[src/rtl/ram_arbiter_if.sv]
// Bus between the two requesters, the single-port-pair RAM and ram_arbiter.
//   slave  : arbiter side (takes requests and RAM read data, drives grants,
//            completions, read data and the RAM control/address/data).
//   master : environment side (requesters plus the RAM model).
interface ram_arbiter_if #(
    parameter int unsigned AW = 3,
    parameter int unsigned DW = 16
);
    logic          req0;
    logic          req1;
    logic          wr0;
    logic          wr1;
    logic [AW-1:0] addr0;
    logic [AW-1:0] addr1;
    logic [DW-1:0] wdata0;
    logic [DW-1:0] wdata1;
    logic          gnt0;
    logic          gnt1;
    logic          done0;
    logic          done1;
    logic [DW-1:0] rdata;
    logic          ram_we;
    logic          ram_re;
    logic [AW-1:0] ram_waddr;
    logic [AW-1:0] ram_raddr;
    logic [DW-1:0] ram_din;
    logic [DW-1:0] ram_dout;

    modport slave (
        input  req0, req1, wr0, wr1, addr0, addr1, wdata0, wdata1, ram_dout,
        output gnt0, gnt1, done0, done1, rdata,
               ram_we, ram_re, ram_waddr, ram_raddr, ram_din
    );

    modport master (
        output req0, req1, wr0, wr1, addr0, addr1, wdata0, wdata1, ram_dout,
        input  gnt0, gnt1, done0, done1, rdata,
               ram_we, ram_re, ram_waddr, ram_raddr, ram_din
    );
endinterface

[src/rtl/ram_arbiter.sv]
// Two-requester round-robin arbiter in front of a RAM with separate read and
// write ports. Transactions are strictly serialized: IDLE -> ACCESS -> [WAIT]
// -> DONE -> IDLE. All outputs are registered.
//   clk, rst   : single clock, asynchronous active-high reset
//   bus.req*/wr*/addr*/wdata*  : requester inputs, held until done
//   bus.gnt*/done*             : one-cycle accept / completion pulses
//   bus.rdata                  : read data, held until the next read completes
//   bus.ram_*                  : RAM enables, addresses and data
// RD_LAT (1..4) is the cycle count from ram_re high to ram_dout valid.
module ram_arbiter #(
    parameter int unsigned AW     = 3,
    parameter int unsigned DW     = 16,
    parameter int unsigned RD_LAT = 1
) (
    input  logic         clk,
    input  logic         rst,
    ram_arbiter_if.slave bus
);
    localparam int unsigned CW = 2;

    typedef enum logic [1:0] {IDLE, ACCESS, WAIT, DONE} state_t;

    state_t        state;
    logic          win;      // requester owning the current transaction
    logic          cur_wr;   // current transaction is a write
    logic          last;     // requester served last; reset favours requester 0
    logic [CW-1:0] wcnt;     // remaining WAIT cycles minus one

    logic          sel_c;
    logic          sel_wr_c;
    logic [AW-1:0] sel_addr_c;
    logic [DW-1:0] sel_wdata_c;

    // Round-robin pick and the winner's request fields.
    always_comb begin
        sel_c = bus.req1;
        if (bus.req0 && bus.req1) begin
            sel_c = ~last;
        end
        sel_wr_c    = sel_c ? bus.wr1    : bus.wr0;
        sel_addr_c  = sel_c ? bus.addr1  : bus.addr0;
        sel_wdata_c = sel_c ? bus.wdata1 : bus.wdata0;
    end

    // Transaction FSM with registered pulses and RAM controls.
    always_ff @(posedge clk or posedge rst) begin
        if (rst) begin
            state         <= IDLE;
            win           <= 1'b0;
            cur_wr        <= 1'b0;
            last          <= 1'b1;
            wcnt          <= '0;
            bus.gnt0      <= 1'b0;
            bus.gnt1      <= 1'b0;
            bus.done0     <= 1'b0;
            bus.done1     <= 1'b0;
            bus.rdata     <= '0;
            bus.ram_we    <= 1'b0;
            bus.ram_re    <= 1'b0;
            bus.ram_waddr <= '0;
            bus.ram_raddr <= '0;
            bus.ram_din   <= '0;
        end else begin
            bus.gnt0   <= 1'b0;
            bus.gnt1   <= 1'b0;
            bus.done0  <= 1'b0;
            bus.done1  <= 1'b0;
            bus.ram_we <= 1'b0;
            bus.ram_re <= 1'b0;
            case (state)
                IDLE: begin
                    if (bus.req0 || bus.req1) begin
                        state    <= ACCESS;
                        win      <= sel_c;
                        cur_wr   <= sel_wr_c;
                        bus.gnt0 <= ~sel_c;
                        bus.gnt1 <= sel_c;
                        if (sel_wr_c) begin
                            bus.ram_we    <= 1'b1;
                            bus.ram_waddr <= sel_addr_c;
                            bus.ram_din   <= sel_wdata_c;
                        end else begin
                            bus.ram_re    <= 1'b1;
                            bus.ram_raddr <= sel_addr_c;
                        end
                    end
                end
                ACCESS: begin
                    // Writes and single-cycle reads skip WAIT entirely.
                    if (cur_wr || RD_LAT == 1) begin
                        state     <= DONE;
                        bus.done0 <= ~win;
                        bus.done1 <= win;
                        if (!cur_wr) begin
                            bus.rdata <= bus.ram_dout;
                        end
                    end else begin
                        state <= WAIT;
                        wcnt  <= CW'(RD_LAT - 2);
                    end
                end
                WAIT: begin
                    if (wcnt == '0) begin
                        state     <= DONE;
                        bus.done0 <= ~win;
                        bus.done1 <= win;
                        bus.rdata <= bus.ram_dout;
                    end else begin
                        wcnt <= wcnt - CW'(1);
                    end
                end
                DONE: begin
                    state <= IDLE;
                    last  <= win;
                end
                default: state <= IDLE;
            endcase
        end
    end
endmodule

[src/flat_wrapper.sv]
// flat-port wrapper written by rule: the top's interface ports become plain ports
module ram_arbiter_flat 
#(
    parameter int unsigned AW     = 3,
    parameter int unsigned DW     = 16,
    parameter int unsigned RD_LAT = 1
)
  (clk, rst, bus_req0, bus_req1, bus_wr0, bus_wr1, bus_addr0, bus_addr1, bus_wdata0, bus_wdata1, bus_ram_dout, bus_gnt0, bus_gnt1, bus_done0, bus_done1, bus_rdata, bus_ram_we, bus_ram_re, bus_ram_waddr, bus_ram_raddr, bus_ram_din);
  ram_arbiter_if #(.AW(AW), .DW(DW)) bus_i ();
  input  logic clk;
  input  logic rst;
  input wire logic [$bits(bus_i.req0)-1:0] bus_req0;
  input wire logic [$bits(bus_i.req1)-1:0] bus_req1;
  input wire logic [$bits(bus_i.wr0)-1:0] bus_wr0;
  input wire logic [$bits(bus_i.wr1)-1:0] bus_wr1;
  input wire logic [$bits(bus_i.addr0)-1:0] bus_addr0;
  input wire logic [$bits(bus_i.addr1)-1:0] bus_addr1;
  input wire logic [$bits(bus_i.wdata0)-1:0] bus_wdata0;
  input wire logic [$bits(bus_i.wdata1)-1:0] bus_wdata1;
  input wire logic [$bits(bus_i.ram_dout)-1:0] bus_ram_dout;
  output wire logic [$bits(bus_i.gnt0)-1:0] bus_gnt0;
  output wire logic [$bits(bus_i.gnt1)-1:0] bus_gnt1;
  output wire logic [$bits(bus_i.done0)-1:0] bus_done0;
  output wire logic [$bits(bus_i.done1)-1:0] bus_done1;
  output wire logic [$bits(bus_i.rdata)-1:0] bus_rdata;
  output wire logic [$bits(bus_i.ram_we)-1:0] bus_ram_we;
  output wire logic [$bits(bus_i.ram_re)-1:0] bus_ram_re;
  output wire logic [$bits(bus_i.ram_waddr)-1:0] bus_ram_waddr;
  output wire logic [$bits(bus_i.ram_raddr)-1:0] bus_ram_raddr;
  output wire logic [$bits(bus_i.ram_din)-1:0] bus_ram_din;
  assign bus_i.req0 = bus_req0;
  assign bus_i.req1 = bus_req1;
  assign bus_i.wr0 = bus_wr0;
  assign bus_i.wr1 = bus_wr1;
  assign bus_i.addr0 = bus_addr0;
  assign bus_i.addr1 = bus_addr1;
  assign bus_i.wdata0 = bus_wdata0;
  assign bus_i.wdata1 = bus_wdata1;
  assign bus_i.ram_dout = bus_ram_dout;
  assign bus_gnt0 = bus_i.gnt0;
  assign bus_gnt1 = bus_i.gnt1;
  assign bus_done0 = bus_i.done0;
  assign bus_done1 = bus_i.done1;
  assign bus_rdata = bus_i.rdata;
  assign bus_ram_we = bus_i.ram_we;
  assign bus_ram_re = bus_i.ram_re;
  assign bus_ram_waddr = bus_i.ram_waddr;
  assign bus_ram_raddr = bus_i.ram_raddr;
  assign bus_ram_din = bus_i.ram_din;
  ram_arbiter #(.AW(AW), .DW(DW), .RD_LAT(RD_LAT)) u_core (.clk(clk), .rst(rst), .bus(bus_i));
endmodule
[config.mk]
export PLATFORM = sky130hd
export DESIGN_NAME = ram_arbiter_flat
export DESIGN_NICKNAME = d
export VERILOG_FILES = /design/src/rtl/ram_arbiter_if.sv /design/src/rtl/ram_arbiter.sv /design/src/flat_wrapper.sv
export SDC_FILE = /design/constraint.sdc
export NUM_CORES = 1
export LEC_CHECK = 0
export ABC_AREA = 0
export CAP_MARGIN = 20
export CORE_ASPECT_RATIO = 2
export CORE_MARGIN = 2
export CORE_UTILIZATION = 35
export DETAILED_ROUTE_END_ITERATION = 6
export PLACE_DENSITY = 0.75
export SLEW_MARGIN = 25
export SYNTH_ARGS = -nofsm -noshare
export SYNTH_HDL_FRONTEND = slang
export SYNTH_SLANG_ARGS = --single-unit
[constraint.sdc]
create_clock -name clk -period 1.7 [get_ports clk]
set_input_delay 0.17 -clock clk [delete_from_list [all_inputs] [get_ports clk]]
set_output_delay 0.17 -clock clk [all_outputs]
set_load 0.005 [all_outputs]
# Word-level counts from Yosys, hierarchy flattened
# Cells that the tools add are included.
# op_classes
add_sub_neg,1
bitwise_logic,5
muxes,24
reduce_logical,11
eq_ne,6
# op_table
operator,n
2-to-1 mux 16 bit,3
case mux 16 bit (2 select lines),1
2-to-1 mux 1 bit,14
AND reduction 3 bit,3
case mux 2 bit (4 select lines),1
AND reduction 2 bit,3
inverter 1 bit,5
equality test 2 bit (second input constant),2
zero test 2 bit,2
2-to-1 mux 2 bit,2
inequality test 2 x 1 -> 1 bit (second input constant),2
case mux 1 bit (2 select lines),2
2-to-1 mux 3 bit,1
equality test 2 x 1 -> 1 bit (second input constant),1
inequality test 2 bit (second input constant),1
nonzero test 2 bit,1
subtractor 2 x 1 -> 2 bit (second input constant),1
logical AND 1 bit,1
logical OR 1 bit,1
# totals
word_cells,62
ff_bits,51
inputBits,60
out_inout_bits,44

# Depth between registers and ports, before layout
# Gate-level depths: netlist of the first run.
# depth
ltp_word,6
depth_mapped,6
depth_no_buf,5

# Least setup slack after synthesis of the first run
# No wires, ideal clock.
# synth_path
kind,register -> register
start,register u_core.state[0]
end,register u_core.bus.rdata[10]
stages_incl_launch_ff,7
setup_slack_ps,-104
n_path_buf,1
arrival_ps,1680
cell_sequence,dfrtp_1 -> inv_1 -> ha_1 -> nor2b_2 -> a211oi_4 -> buf_6 -> mux2_2
# synth_between
elab_chain_cells,3
elab_cells_between_ends,7
# synth_rtl
item,line_no,rtl
"start, declared",ram_arbiter.sv:23,state_t state;
"start signal, assigned",ram_arbiter.sv:48,state <= IDLE;
"start signal, assigned",ram_arbiter.sv:73,state <= ACCESS;
"start signal, assigned",ram_arbiter.sv:91,state <= DONE;
equality test 2 x 1 -> 1 bit / equality test 2 bit (equally long branches),ram_arbiter.sv:70,case (state)
inequality test 2 bit (no line) (tied with other cells),n/a,
AND reduction 3 bit (no line),n/a,
"end signal, assigned",ram_arbiter.sv:95,bus.rdata <= bus.ram_dout;
"end signal, assigned",ram_arbiter.sv:107,bus.rdata <= bus.ram_dout;
"end, declared",ram_arbiter_if.sv:31,"output gnt0, gnt1, done0, done1, rdata,"
# Parallel ways exist; a longest one is shown, timed or not.
# A chain may end at the register's enable or synchronous reset.

# Worst setup path in the final report of the first run
# layout_path
start,register u_core.state[1]
end,register u_core.bus.rdata[0]
# The elaborated chain is that of the path after synthesis.

==> impl_results.html, run 1 <==
<table>
<tr><th>Metric</th><th>Value</th></tr>
<tr><th colspan="2">Clocking</th></tr>
<tr><td>Clock transition at the registers of the reported paths</td><td>70 ps</td></tr>
<tr><td>Clock tree sinks</td><td>51</td></tr>
<tr><td>Clock tree buffer depth</td><td>2</td></tr>
<tr><td>H-tree depth reported by CTS</td><td>2</td></tr>
<tr><td>Clock tree from TritonCTS</td><td>built</td></tr>
<tr><td>Cell at the root of the clock tree</td><td>sky130_fd_sc_hd__clkbuf_16</td></tr>
<tr><td>Clock latency on the worst-skew pair</td><td>300 ps</td></tr>
<tr><td>Count of hold-fix buffers inserted at cts</td><td>0</td></tr>
<tr><td>Number of buffers created by CTS</td><td>5</td></tr>
<tr><th colspan="2">Worst hold path</th></tr>
<tr><td>Worst min-delay path class</td><td>in -&gt; async</td></tr>
<tr><th colspan="2">Critical path</th></tr>
<tr><td>CP Max Fanout</td><td>16</td></tr>
<tr><td>Family with the most delay on the worst path</td><td>flip-flops</td></tr>
<tr><td>Buffers and inverters on the worst path</td><td>2</td></tr>
<tr><td>Worst stage delay on the critical path</td><td>420 ps</td></tr>
<tr><td>Data required time of the critical path</td><td>1880 ps</td></tr>
<tr><td>Startpoint types</td><td>flop</td></tr>
<tr><td>Endpoint type of the worst setup path</td><td>flop</td></tr>
<tr><td>Type of the setup path with the least slack</td><td>reg -&gt; reg</td></tr>
<tr><td>Crit path DAT</td><td>1910 ps</td></tr>
<tr><td>Critical path cell sequence</td><td>buf_4 -&gt; ha_4 -&gt; nor2b_4 -&gt; a211oi_4 -&gt; buf_12 -&gt; mux2_2</td></tr>
<tr><td>CP max-delay cell</td><td>sky130_fd_sc_hd__dfrtp_1</td></tr>
<tr><th colspan="2">Route</th></tr>
<tr><td>Post-route antenna net violation count</td><td>0</td></tr>
<tr><td>Post-route DRC violation count</td><td>0</td></tr>
<tr><td>Number of vias in the routed layout</td><td>1,652</td></tr>
<tr><td>DR WL met3</td><td>329 um</td></tr>
<tr><td>Wire length on met2</td><td>3290 um</td></tr>
<tr><td>Total wirelength of the detailed-routed design</td><td>5600 um</td></tr>
<tr><td>Met1 wire length</td><td>1810 um</td></tr>
<tr><td>DR top layer</td><td>met4</td></tr>
<tr><td>Initial DRC count</td><td>24</td></tr>
<tr><td>Mean number of vias per cell</td><td>4.54</td></tr>
<tr><td>TritonRoute pass-1 iters</td><td>4</td></tr>
<tr><td>Routed length per placed instance</td><td>15.4 um</td></tr>
<tr><th colspan="2">Floorplanning</th></tr>
<tr><td>Placement row count</td><td>42</td></tr>
<tr><td>Initial core utilization</td><td>36.0%</td></tr>
<tr><td>Core region area</td><td>0.00662 sq mm</td></tr>
<tr><td>Die boundary height</td><td>121 um</td></tr>
<tr><td>Overall die area</td><td>0.00753 sq mm</td></tr>
<tr><td>Die outline width</td><td>62.4 um</td></tr>
<tr><td>Io pins</td><td>104</td></tr>
<tr><th colspan="2">GRT</th></tr>
<tr><td>Initial antenna violation count</td><td>0</td></tr>
<tr><td>GRT Resource Usage Total</td><td>15.9%</td></tr>
<tr><td>Pin count of the biggest net entering global routing</td><td>28</td></tr>
<tr><td>Total global routing overflow</td><td>0</td></tr>
<tr><td>Number of global-route vias before repair</td><td>1,763</td></tr>
<tr><td>First-pass GRT wire length</td><td>8900 um</td></tr>
<tr><th colspan="2">Power</th></tr>
<tr><td>IR Drop Worst-Case VDD</td><td>0.804 mV</td></tr>
<tr><td>Static leakage power</td><td>1.67 nW</td></tr>
<tr><td>Power per unit of standard cell area</td><td>1600 mW/mm^2</td></tr>
<tr><th colspan="2">Logic synthesis</th></tr>
<tr><td>Netlist cell types</td><td>24</td></tr>
<tr><td>Proportion of netlist area held by the largest area contributor</td><td>52.4%</td></tr>
<tr><td>Largest cells by area after synthesis</td><td>sky130_fd_sc_hd__dfrtp_1, sky130_fd_sc_hd__mux2_2, sky130_fd_sc_hd__mux2_4</td></tr>
<tr><td>Most common flop cell mapped by yosys</td><td>sky130_fd_sc_hd__dfrtp_1</td></tr>
<tr><td>Cell taking the most area after synthesis</td><td>sky130_fd_sc_hd__dfrtp_1</td></tr>
<tr><td>Count of warnings emitted by yosys</td><td>0</td></tr>
<tr><td>Async S/R FF share, synth</td><td>100%</td></tr>
<tr><td>Synth Instances</td><td>153</td></tr>
<tr><td>Area of the mapped netlist</td><td>0.00239 sq mm</td></tr>
<tr><td>Count of flip-flops with a built-in enable after synthesis</td><td>0</td></tr>
<tr><td>Most frequent cell after synthesis</td><td>sky130_fd_sc_hd__dfrtp_1</td></tr>
<tr><td>Most instantiated cells after synthesis</td><td>sky130_fd_sc_hd__dfrtp_1, sky130_fd_sc_hd__mux2_2, sky130_fd_sc_hd__mux2_4, sky130_fd_sc_hd__inv_1, sky130_fd_sc_hd__ha_1</td></tr>
<tr><td>Register bit total from synthesis</td><td>51</td></tr>
<tr><td>Syn nets</td><td>218</td></tr>
<tr><td>Fraction of the yosys area taken by sequential cells</td><td>53.5%</td></tr>
<tr><td>Syn_area_per_cell</td><td>15.6 sq um</td></tr>
<tr><th colspan="2">STA</th></tr>
<tr><td>Setup repair after global routing missed its margin</td><td>yes</td></tr>
<tr><td>Min Hold Slack</td><td>176 ps</td></tr>
<tr><td>Number of max-slew violations in the final report</td><td>0</td></tr>
<tr><td>Slew margin rel.</td><td>73.7%</td></tr>
<tr><td>Finish-stage setup viols</td><td>14</td></tr>
<tr><td>Clock period minus worst slack</td><td>1720 ps</td></tr>
<tr><td>Number of hold violations in the final report</td><td>0</td></tr>
<tr><td>Measured slew at the worst slew-check pin</td><td>395 ps</td></tr>
<tr><td>Summed negative setup slack over all endpoints</td><td>-163 ps</td></tr>
<tr><td>Period utilization</td><td>101%</td></tr>
<tr><td>Max frequency</td><td>581 MHz</td></tr>
<tr><td>Worst Setup Slack, final</td><td>-21.7 ps</td></tr>
<tr><td>Post-Route Skew</td><td>3.12 ps</td></tr>
<tr><th colspan="2">Placement</th></tr>
<tr><td>Estimated wirelength of the detail-placed design</td><td>4390 um</td></tr>
<tr><td>Post-placement worst setup slack</td><td>-142 ps</td></tr>
<tr><td>Number of buffers added on ports</td><td>103</td></tr>
<tr><td>Gpl congestion</td><td>0.704</td></tr>
<tr><th colspan="2">Job</th></tr>
<tr><td>Maximum Capacitance Violations</td><td>0</td></tr>
<tr><th colspan="2">Layout</th></tr>
<tr><td>Net count of the finished layout</td><td>340</td></tr>
<tr><td>Share of post-route cells with drive strength above 1</td><td>36.2%</td></tr>
<tr><td>Area growth from synthesis to layout</td><td>62.8%</td></tr>
<tr><td>Total inserted antenna cells</td><td>0</td></tr>
<tr><th colspan="2">Status</th></tr>
<tr><td>Result of the run</td><td>complete, but fails checks</td></tr>
<tr><td>Failing checks</td><td>setup timing</td></tr>
</table>
==> cell type report <==
cell class	count	area, sq um
inverter	8	30.0
clock inverter	3	23.8
clock buffer	5	125
sequential	51	1280
fill	570	2740
multi-input combinational	89	1100
timing repair buffer	120	1210
tap	88	110
==> flip-flops by register name, indices dropped and copies added, names as in the netlist, 2 cells and up <==
register / count
u_core.wcnt: 2
u_core.bus.rdata: 16
u_core.bus.ram_din: 16
u_core.bus.ram_raddr: 3
u_core.bus.ram_waddr: 3
u_core.state: 2
==> path summary, 6_finish.rpt <==
check,startpoint,slack [ps],cells past startpoint,endpoint
setup reg to reg,u_core.state[1],-20,6,u_core.bus.rdata[0]
hold reg to reg,u_core.bus.rdata[12],500,1,u_core.bus.rdata[12]
min in group clk,bus_ram_dout[12],480,2,u_core.bus.rdata[12]
max in group asynchronous,rst,1060,3,u_core.bus.ram_din[8]
setup / recovery,u_core.state[1],-20,6,u_core.bus.rdata[0]
hold / removal,rst,180,2,u_core.bus.ram_din[5]
==> cell families after synthesis <==
group | after synthesis | synth area share [%]
AO/OA/AOI/OAI | 9 | 4.51
XOR/XNOR | 1 | 0.367
adder cells (fa/ha/maj) | 5 | 2.62
buffers and inverters | 13 | 3.30
flip-flops | 51 | 53.5
multiplexers | 61 | 32.6
AND/OR/NAND/NOR | 13 | 3.04
==> repair_timing <==
| action | CTS | global route |
|---|---|---|
| resized for setup | 6 | 3 |
| hold endpoints to repair | 0 | 0 |
| buffers inserted | 3 | 0 |
| endpoints found under the setup margin | 35 | 35 |
| cloned | 1 | 0 |
==> through the flow <==
| step | utilization, % | cells | cell area [sq um] | power [W] |
|---|---|---|---|---|
| floorplan | - | 153 | 2420 | 0.00354 |
| detailed placement | 55.5 | 353 | 3680 | 0.00515 |
| global placement | 55.5 | 353 | 3680 | 0.00505 |
| global route | 58.7 | 364 | 3880 | 0.00658 |
| CTS | 58.9 | 365 | 3900 | 0.00629 |
| finish | 58.7 | 364 | 3880 | 0.00621 |
==> power breakdown <==
group | internal (W) | total (W) | switching, W
combinational | 0.00212 | 0.00310 | 0.000976
sequential | 0.00179 | 0.00210 | 0.000308
clock | 0.000551 | 0.00101 | 0.000462
==> per-layer routing <==
metal	global-route usage, %	vias up
li1	-	774
met1	14.8	808
met2	30.5	60
met3	4.19	10
met4	9.17	0
met5	0	-
==> layout by cell type, fill, tap and decap left out, drive strengths merged <==
cell,count
o32ai,2
mux2,59
o21ai,1
clkdlybuf4s50,103
ha,5
dfrtp,50
and3b,1
xnor2,1
nand2,3
a21oi,3
dfstp,1
clkbuf,5
buf,17
nor2,4
nor3b,1
nor2b,2
clkinvlp,2
a21o,1
nand2b,2
a21bo,1
a211oi,1
inv,9
mux2i,2
Power figures use the tool's default switching activity.
==> inputs of run 2 (changes only) <==
--- a/config.mk
+++ b/config.mk
@@ -6,6 +6,7 @@
 export NUM_CORES = 1
 export LEC_CHECK = 0
 export ABC_AREA = 0
+export ABC_CLOCK_PERIOD_IN_PS = 1700
 export CAP_MARGIN = 20
 export CORE_ASPECT_RATIO = 2
 export CORE_MARGIN = 2
==> results of run 2 <==
The final DEF is identical to that of run 1; final timing and power are the same.
